**config.mk**
```make
export PLATFORM = sky130hd
export DESIGN_NAME = ps2_key_decoder_flat
export DESIGN_NICKNAME = d
export VERILOG_FILES = /design/src/rtl/ps2_key_if.sv /design/src/rtl/ps2_key_decoder.sv /design/src/flat_wrapper.sv
export SDC_FILE = /design/constraint.sdc
export NUM_CORES = 1
export LEC_CHECK = 0
export BUFFER_PORTS_ARGS = -buffer_cell sky130_fd_sc_hd__buf_2
export CAP_MARGIN = 20
export CORE_MARGIN = 2
export CORE_UTILIZATION = 45
export DETAILED_ROUTE_END_ITERATION = 10
export GPL_ROUTABILITY_DRIVEN = 0
export SYNTH_ARGS = -nofsm -noshare
export SYNTH_HDL_FRONTEND = slang
export SYNTH_SLANG_ARGS = --single-unit
```
**constraint.sdc**
```tcl
create_clock -name clk -period 2.95 [get_ports clk]
set_input_delay 0.295 -clock clk [delete_from_list [all_inputs] [get_ports clk]]
set_output_delay 0.295 -clock clk [all_outputs]
set_load 0.05 [all_outputs]
```
**src/rtl/ps2_key_if.sv**
```systemverilog
// PS/2 pin pair plus the decoded key word and its status pulses.
// master drives the pins (keyboard side); slave is the decoder.
interface ps2_key_if;
  logic        ps2_clk_in;
  logic        ps2_data_in;
  logic [10:0] ps2_key;
  logic        key_strobe;
  logic        frame_error;

  modport master (
    output ps2_clk_in,
    output ps2_data_in,
    input  ps2_key,
    input  key_strobe,
    input  frame_error
  );

  modport slave (
    input  ps2_clk_in,
    input  ps2_data_in,
    output ps2_key,
    output key_strobe,
    output frame_error
  );
endinterface

```
**src/rtl/ps2_key_decoder.sv**
```systemverilog
// PS/2 set-2 keyboard receiver.
// Turns the raw clock/data pins into an 11-bit {toggle, pressed, extended, scancode} word.
module ps2_key_decoder #(
  parameter int FILTER_LEN = 16,
  parameter int TIMEOUT    = 48000
) (
  input  logic      clk,
  input  logic      reset,
  ps2_key_if.slave  bus
);

  localparam int FCW = (FILTER_LEN > 1) ? $clog2(FILTER_LEN) : 1;
  localparam int TCW = $clog2(TIMEOUT + 1);
  localparam logic [FCW-1:0] FLT_MAX = FCW'(FILTER_LEN - 1);
  localparam logic [TCW-1:0] TMO_LIM = TCW'(TIMEOUT);

  typedef enum logic [1:0] {
    S_IDLE   = 2'd0,
    S_DATA   = 2'd1,
    S_PARITY = 2'd2,
    S_STOP   = 2'd3
  } state_t;

  function automatic logic is_status(input logic [7:0] b);
    case (b)
      8'h00, 8'hAA, 8'hEE, 8'hFA, 8'hFC, 8'hFE, 8'hFF: is_status = 1'b1;
      default:                                         is_status = 1'b0;
    endcase
  endfunction

  // Input conditioning: index 0 is the clock line, index 1 the data line.
  logic [1:0]          meta_q, sync_q, filt_q, filt_d;
  logic [1:0][FCW-1:0] cnt_q, cnt_d;
  logic                clk_prev_q;
  logic                fall, din;

  always_ff @(posedge clk) begin
    if (reset) begin
      meta_q     <= 2'b11;
      sync_q     <= 2'b11;
      filt_q     <= 2'b11;
      cnt_q      <= '0;
      clk_prev_q <= 1'b1;
    end else begin
      meta_q     <= {bus.ps2_data_in, bus.ps2_clk_in};
      sync_q     <= meta_q;
      filt_q     <= filt_d;
      cnt_q      <= cnt_d;
      clk_prev_q <= filt_q[0];
    end
  end

  always_comb begin
    filt_d = filt_q;
    cnt_d  = cnt_q;
    for (int i = 0; i < 2; i++) begin
      if (sync_q[i] != filt_q[i]) begin
        if (cnt_q[i] == FLT_MAX) begin
          filt_d[i] = sync_q[i];
          cnt_d[i]  = '0;
        end else begin
          cnt_d[i] = cnt_q[i] + 1'b1;
        end
      end else begin
        cnt_d[i] = '0;
      end
    end
  end

  assign fall = clk_prev_q & ~filt_q[0];
  assign din  = filt_q[1];

  // Frame receiver
  state_t         state_q, state_d;
  logic [2:0]     bit_cnt_q, bit_cnt_d;
  logic [TCW-1:0] tmo_q, tmo_d;
  logic [7:0]     shift_q, shift_d;
  logic           par_q, par_d;
  logic           byte_ok, byte_err;

  always_ff @(posedge clk) begin
    if (reset) begin
      state_q   <= S_IDLE;
      bit_cnt_q <= '0;
      tmo_q     <= '0;
    end else begin
      state_q   <= state_d;
      bit_cnt_q <= bit_cnt_d;
      tmo_q     <= tmo_d;
    end
  end

  always_ff @(posedge clk) begin
    shift_q <= shift_d;
    par_q   <= par_d;
  end

  always_comb begin
    state_d   = state_q;
    bit_cnt_d = bit_cnt_q;
    tmo_d     = tmo_q;
    shift_d   = shift_q;
    par_d     = par_q;
    byte_ok   = 1'b0;
    byte_err  = 1'b0;
    if (state_q == S_IDLE) begin
      tmo_d = '0;
      if (fall && !din) begin
        state_d   = S_DATA;
        bit_cnt_d = '0;
      end
    end else if (fall) begin
      tmo_d = '0;
      case (state_q)
        S_DATA: begin
          shift_d   = {din, shift_q[7:1]};
          bit_cnt_d = bit_cnt_q + 3'd1;
          if (bit_cnt_q == 3'd7) state_d = S_PARITY;
        end
        S_PARITY: begin
          par_d   = din;
          state_d = S_STOP;
        end
        default: begin
          if (din && (^{shift_q, par_q})) byte_ok  = 1'b1;
          else                            byte_err = 1'b1;
          state_d = S_IDLE;
        end
      endcase
    end else if (tmo_q == TMO_LIM) begin
      // Stalled partial frame: drop it quietly, prefix state survives.
      state_d = S_IDLE;
      tmo_d   = '0;
    end else begin
      tmo_d = tmo_q + 1'b1;
    end
  end

  // Byte decoder and registered outputs
  logic        ext_q, ext_d, brk_q, brk_d;
  logic [2:0]  skip_q, skip_d;
  logic [10:0] key_q, key_d;
  logic        strobe_q, strobe_d, ferr_q, ferr_d;

  always_ff @(posedge clk) begin
    if (reset) begin
      ext_q    <= 1'b0;
      brk_q    <= 1'b0;
      skip_q   <= '0;
      key_q    <= '0;
      strobe_q <= 1'b0;
      ferr_q   <= 1'b0;
    end else begin
      ext_q    <= ext_d;
      brk_q    <= brk_d;
      skip_q   <= skip_d;
      key_q    <= key_d;
      strobe_q <= strobe_d;
      ferr_q   <= ferr_d;
    end
  end

  always_comb begin
    ext_d    = ext_q;
    brk_d    = brk_q;
    skip_d   = skip_q;
    key_d    = key_q;
    strobe_d = 1'b0;
    ferr_d   = 1'b0;
    if (byte_err) begin
      ferr_d = 1'b1;
      ext_d  = 1'b0;
      brk_d  = 1'b0;
    end else if (byte_ok) begin
      if (skip_q != 3'd0) begin
        skip_d = skip_q - 3'd1;
      end else if (shift_q == 8'hE1) begin
        // Pause: E1 is followed by seven bytes that carry no key event.
        skip_d = 3'd7;
        ext_d  = 1'b0;
        brk_d  = 1'b0;
      end else if (shift_q == 8'hE0) begin
        ext_d = 1'b1;
      end else if (shift_q == 8'hF0) begin
        brk_d = 1'b1;
      end else if (is_status(shift_q) && !ext_q && !brk_q) begin
        skip_d = skip_q;
      end else begin
        key_d    = {~key_q[10], ~brk_q, ext_q, shift_q};
        strobe_d = 1'b1;
        ext_d    = 1'b0;
        brk_d    = 1'b0;
      end
    end
  end

  assign bus.ps2_key     = key_q;
  assign bus.key_strobe  = strobe_q;
  assign bus.frame_error = ferr_q;

endmodule
```
**src/flat_wrapper.sv**
```systemverilog
// flat-port wrapper written by rule: the top's interface ports become plain ports
module ps2_key_decoder_flat 
#(
  parameter int FILTER_LEN = 16,
  parameter int TIMEOUT    = 48000
)
  (clk, reset, bus_ps2_clk_in, bus_ps2_data_in, bus_ps2_key, bus_key_strobe, bus_frame_error);
  ps2_key_if bus_i ();
  input  logic clk;
  input  logic reset;
  input wire logic [$bits(bus_i.ps2_clk_in)-1:0] bus_ps2_clk_in;
  input wire logic [$bits(bus_i.ps2_data_in)-1:0] bus_ps2_data_in;
  output wire logic [$bits(bus_i.ps2_key)-1:0] bus_ps2_key;
  output wire logic [$bits(bus_i.key_strobe)-1:0] bus_key_strobe;
  output wire logic [$bits(bus_i.frame_error)-1:0] bus_frame_error;
  assign bus_i.ps2_clk_in = bus_ps2_clk_in;
  assign bus_i.ps2_data_in = bus_ps2_data_in;
  assign bus_ps2_key = bus_i.ps2_key;
  assign bus_key_strobe = bus_i.key_strobe;
  assign bus_frame_error = bus_i.frame_error;
  ps2_key_decoder #(.FILTER_LEN(FILTER_LEN), .TIMEOUT(TIMEOUT)) u_core (.clk(clk), .reset(reset), .bus(bus_i));
endmodule
```
Yosys cells after proc, flatten, opt, wreduce, memory -nomap -nowiden
Index checks and enable logic that the tools add are counted.

Register bits after elaboration: 63. Bits in latches: 0. Bits in writable memories: 0. Memory bits (read-only): 0. Bits of input ports: 4. Output and inout bits: 13. Memories kept: 0.

$add $sub $neg: 5. $mul: 0. Div/mod/pow operators: 0. Order comparisons: 0. Equality and inequality tests: 23. Shift-type cells: 0. Muxes and demuxes: 36. Bitwise logic cells: 14. Reductions and logical operators: 32.

Operators with widths (number): 8-bit equality test, second input constant (9); 1-bit two-way mux (24); 3-bit two-way mux (6); 16-bit by 1-bit adder with 16-bit output, second input constant (1); 16-bit equality test, second input constant (1); 3-bit AND reduction (5); 7-bit OR reduction (2); 1-bit NOT (13); 2-bit two-way mux (5); 3-bit by 1-bit != test with 1-bit output, second input constant (3); 9-bit parity (1); 4-bit by 1-bit adder with 4-bit output, second input constant (2); 4-bit equality test, second input constant (2); 8-bit zero test (1); 4-bit AND reduction (2); 7-bit AND reduction (1); 2-bit nonzero test (3); 3-bit nonzero test (2); 3-bit OR reduction (2); 1-bit logical AND (4); 4-bit != test, second input constant (1); 2-bit one-hot mux with 2 select lines (1); 2-bit AND reduction (2); 2-bit OR reduction (2); other kinds (12) (15).

Logic depth before layout (Yosys ltp)
Word-level depth: 15. Gate-level depth with buffers: 9.

Worst setup path before layout
Ideal clock, no wire load.

Path type: register to register. From: reg u_core.state_q[0]. To: reg u_core.key_q[9] (netlist: u_core.bus.ps2_key[9]). Data arrival time: 2259 ps. Required time: 2829 ps. Path slack: 570 ps. Stages on the path, launching flop included: 9. Period minus slack after synthesis: 2380 ps. Cell sequence: dfxtp_1 > inv_1 > ha_1 > nor4b_1 > nand2_1 > a2111o_1 > a211oi_2 > buf_6 > mux2_4.

Cells in the longest elaborated chain, start to end: 7. Elaborated cells between the ends (all ways): 12.

Ends and longest elaborated chain: start, declared (line ps2_key_decoder.sv:74) `state_t state_q, state_d;`; start signal, assigned (line ps2_key_decoder.sv:87) `state_q <= state_d;`; 2-bit by 1-bit equality test with 1-bit output / 2-bit equality test (equally long branches) (line ps2_key_decoder.sv:114) `case (state_q)`; 2-bit OR reduction (no source line); 1-bit two-way mux (line ps2_key_decoder.sv:114); 1-bit two-way mux (line ps2_key_decoder.sv:112) `end else if (fall) begin`; 1-bit two-way mux (line ps2_key_decoder.sv:106) `if (state_q == S_IDLE) begin`; 1-bit NOT (no source line); 7-bit AND reduction (no source line) *; end signal, assigned (line ps2_key_decoder.sv:157) `key_q <= key_d;`; end, declared (line ps2_key_decoder.sv:142) `logic [10:0] key_q, key_d;`.

Mark *: on every way between the ends. The rest lies on a longest branch, timed or not. A chain may end at the register's enable or synchronous reset.

Worst setup path in the final report
From: reg u_core.shift_q[4]. To: reg u_core.key_q[6] (netlist: u_core.bus.ps2_key[6]).

Cells in the longest elaborated chain, start to end: 13. Elaborated cells between the ends (all ways): 36.

Ends and longest elaborated chain: start, declared (line ps2_key_decoder.sv:77) `logic [7:0] shift_q, shift_d;`; start signal, assigned (line ps2_key_decoder.sv:94) `shift_q <= shift_d;`; 8-bit equality test / 8-bit zero test (equally long branches) (line ps2_key_decoder.sv:25) `case (b)`; 7-bit OR reduction (line ps2_key_decoder.sv:25); 1-bit two-way mux (line ps2_key_decoder.sv:25); 1-bit two-way mux (line ps2_key_decoder.sv:184) `end else if (shift_q == 8'hF0) begin`; 1-bit two-way mux (line ps2_key_decoder.sv:182) `end else if (shift_q == 8'hE0) begin`; 1-bit two-way mux (line ps2_key_decoder.sv:177) `end else if (shift_q == 8'hE1) begin`; 1-bit two-way mux (line ps2_key_decoder.sv:175) `if (skip_q != 3'd0) begin`; 1-bit two-way mux (line ps2_key_decoder.sv:174) `end else if (byte_ok) begin`; 1-bit two-way mux (line ps2_key_decoder.sv:170) `if (byte_err) begin`; 1-bit logical AND (2 in series) (line ps2_key_decoder.sv:186) `end else if (is_status(shift_q) && !ext_q && !brk_q) begin`; 1-bit NOT (no source line); 7-bit AND reduction (no source line) *.

Mark *: on every way between the ends. The rest lies on a longest branch, timed or not. The select of a mux whose other input is x is not followed.

==> results.ini <==
[layout]
nets=330
fin_area_sq_um=3270
area_growth_pct=11.8
num_antenna_cells=0
final_cells=396
post-route-util_pct=51.8
drive_gt1_share_pct=13.8

[clock_tree]
clkTransAtPathRegs_ps=70
cts_setup_buffers=0
cts_inserted_buffers=9
clock_path_buffers=2
tritoncts=done
clock_latency_ps=330
clockRootBuffer=clkbuf_8
cts_max_level=3
cts.sinks=63
hold_buffers=0

[power]
vdd_drop_max_v=0.000341
seqPwrFrac_pct=50.5
p_switching_uw=370
p_total_mw=1.74
combPwrFrac_pct=3.0
clockPowerShare_pct=46.4
internal_power_mw=1.37
p_sw_share_pct=21.3
cellPowerDensity_nw_per_um2=531
leakagePower_nw=1.20

[synth]
yosysTopAreaCell=dfxtp_1
synthFlopType=dfxtp_1
yosys-top-cells-area=dfxtp_1 (37%), edfxtp_1 (9.2%), ha_1 (5.1%)
synth.most_common_cell=dfxtp_1
async_flop_share_pct=0
synth-seq-cells=63
synth-seq-area-share_pct=46.2
avgSynthCellArea_sq_um=9.82
synth_edf_count=9
synth_top_area_share_pct=37.0
synth_commonest_cells=dfxtp_1 (54), nor2_1 (35), nand2b_1 (19)
synth_cell_type_count=47
yosysWarnings=0
synth_nets=314
syn_area_sq_um=2930
synth_cells=298

[setup_path]
start_kind=flip-flop
r2r-start=u_core.shift_q[4]$_DFFE_PP_
path_cells=xnor2_2, xnor3_1, a2111o_1, a211oi_2, buf_4, mux2i_1
reg2reg_setup_slack_ps=390
crit_path_top_delay_cell=edfxtp_1
worst-path-buf-inv=1
cp_top_family=compound AO/OA/AOI/OAI gates
end_kind=flip-flop
r2r-end=u_core.bus.ps2_key[6]$_SDFFE_PP0P_
worst_r2r_path_depth=6
criticalPathCategory=flip-flop to flip-flop
cp_slowest_stage_delay_ps=570
worstPathArrival_ps=2820
cp_data_required_time_ps=3210
cp_max_fo=10

[drt]
via_per_inst=5.17
drcViolationCount=0
first_iter_violations=90
dr.pass1.iters=4
avgRoutedWirePerCell_microns=12.2
vias=2047
wirelength_mm=4.83
drt.antenna.violating_nets=0

[global_routing]
antenna_found_initial=0
first_global_vias=1989
grt-ovfl-total=0
grt_max_degree=46
grtUsageTotal_pct=15.0
grt_first_pass_wirelength_mm=8.78

[worst_hold_path]
hold_depth=2
hold_path_end=u_core.meta_q[1]$_SDFF_PP1_
hold_path.class=input port to flip-flop
hp-start=bus_ps2_data_in

[sta]
maxSlewViolCount=0
rsz0062_at_grt=no
tns_ps=0
period_minus_slack_ps=2560
max-slew-margin-rel_pct=45.5
tightestPinTransition_ps=797
layout_setup_ws_ps=392
fin_worst_skew_ps=5.07
whs_ps=142
finalHoldViolCount=0
finalCritPeriodShare_pct=86.7
max_clock_freq_mhz=391
finalSetupViolCount=0

[floorplanning]
core_area_sq_um=6310
start_util_pct=46.3
die_area_sq_um=7160
io_pins=17
row_count=29
die_h_microns=84.6
die_w_microns=84.6

[placed_design]
portBuffers=16
dp_hpwl_mm=3.21
place_inst=380
post_dp_cell_area_sq_um=3050
pre_cts_slack_ps=280

[job]
cap_viol_max_count=0

[run_status]
outcome=completed

-- logic make-up after synthesis --
family          synth area share, %
simple gates                   24.6
xor+xnor                       8.81
compound gates                 6.54
flops                          46.2
buf+inv                        3.68
mux                            4.66
fa+ha+maj                      5.52
-- worst max path at each step --
stage	start	slack (ps)	cells after the start	endpoint
after floorplan	u_core.state_q[0]$_SDFFE_PP0P_	570	8	u_core.bus.ps2_key[9]$_SDFFE_PP0P_
after CTS	u_core.state_q[0]$_SDFFE_PP0P_	250	8	u_core.bus.ps2_key[6]$_SDFFE_PP0P_
after global routing	u_core.state_q[0]$_SDFFE_PP0P_	190	8	u_core.bus.ps2_key[6]$_SDFFE_PP0P_
final	u_core.shift_q[4]$_DFFE_PP_	390	6	u_core.bus.ps2_key[6]$_SDFFE_PP0P_
after global placement	u_core.state_q[0]$_SDFFE_PP0P_	400	8	u_core.bus.ps2_key[8]$_SDFFE_PP0P_
after detailed placement	u_core.state_q[0]$_SDFFE_PP0P_	280	8	u_core.bus.ps2_key[6]$_SDFFE_PP0P_
-- worst reg2reg max path, delay by kind of cell, from the launching register on --
kind,cells,cell delay [ps]
AO/OA/AOI/OAI,2,770
XOR/XNOR,2,670
flip-flops,1,570
buffers and inverters,1,270
multiplexers,1,210
-- state kept, by name, indices dropped and copies added (netlist names) --
signal	cells
u_core.par_q	1
u_core.tmo_q	16
u_core.cnt_q	8
u_core.bit_cnt_q	3
u_core.sync_q	2
u_core.bus.key_strobe	1
u_core.shift_q	8
u_core.filt_q	2
u_core.state_q	2
u_core.ext_q	1
u_core.skip_q	3
u_core.bus.ps2_key	11
u_core.clk_prev_q	1
u_core.brk_q	1
u_core.bus.frame_error	1
u_core.meta_q	2
-- placed cells by master (no fill, tap or decap), types with 6 or more instances in the layout --
cell type and instances:
buf_2 16, clkbuf_8 9, dfxtp_1 54, edfxtp_1 9, ha_1 12, inv_1 11
mux2i_1 11, nand2_1 11, nand2b_1 19, nand3_1 11, nand4_1 7, nor2_1 35
nor2b_1 9, nor3_1 7, or2_2 6, xnor2_1 14, xor2_1 11
-- power by group through the flow --
stage          Clock (mW)  Sequential (mW)  Combinational [mW]
2_1_floorplan           0            0.896              0.0426
3_3_place_gp            0            0.897              0.0529
3_5_place_dp            0            0.897              0.0527
4_1_cts             0.835            0.878              0.0531
5_1_grt             0.873            0.878              0.0622
6_report            0.807            0.878              0.0529
-- final cells by class --
class | count | area, sq um
flip-flops and latches | 63 | 1350
inverters | 11 | 41.3
clock buffers | 10 | 128
multi-input cells | 211 | 1470
well taps | 77 | 96.3
fillers | 602 | 3040
clock inverters | 6 | 85.1
repair buffers | 18 | 95.1
-- per-layer routing --
metal,wire [microns],track usage (%),up-vias,part of all wire [%]
li1,-,-,1066,-
met2,2080,23.5,30,43
met3,198,5.41,6,4.1
met5,0,0,-,0
met4,59,5.19,0,1.2
met1,2490,19.2,945,52
-- timing repair --
item                                    4_1_cts  5_1_grt
endpoints found under the hold margin         0        0
gates resized for setup                       0        1
endpoints found under the setup margin        0        5
Note: power is estimated with default switching activity, not from simulation.
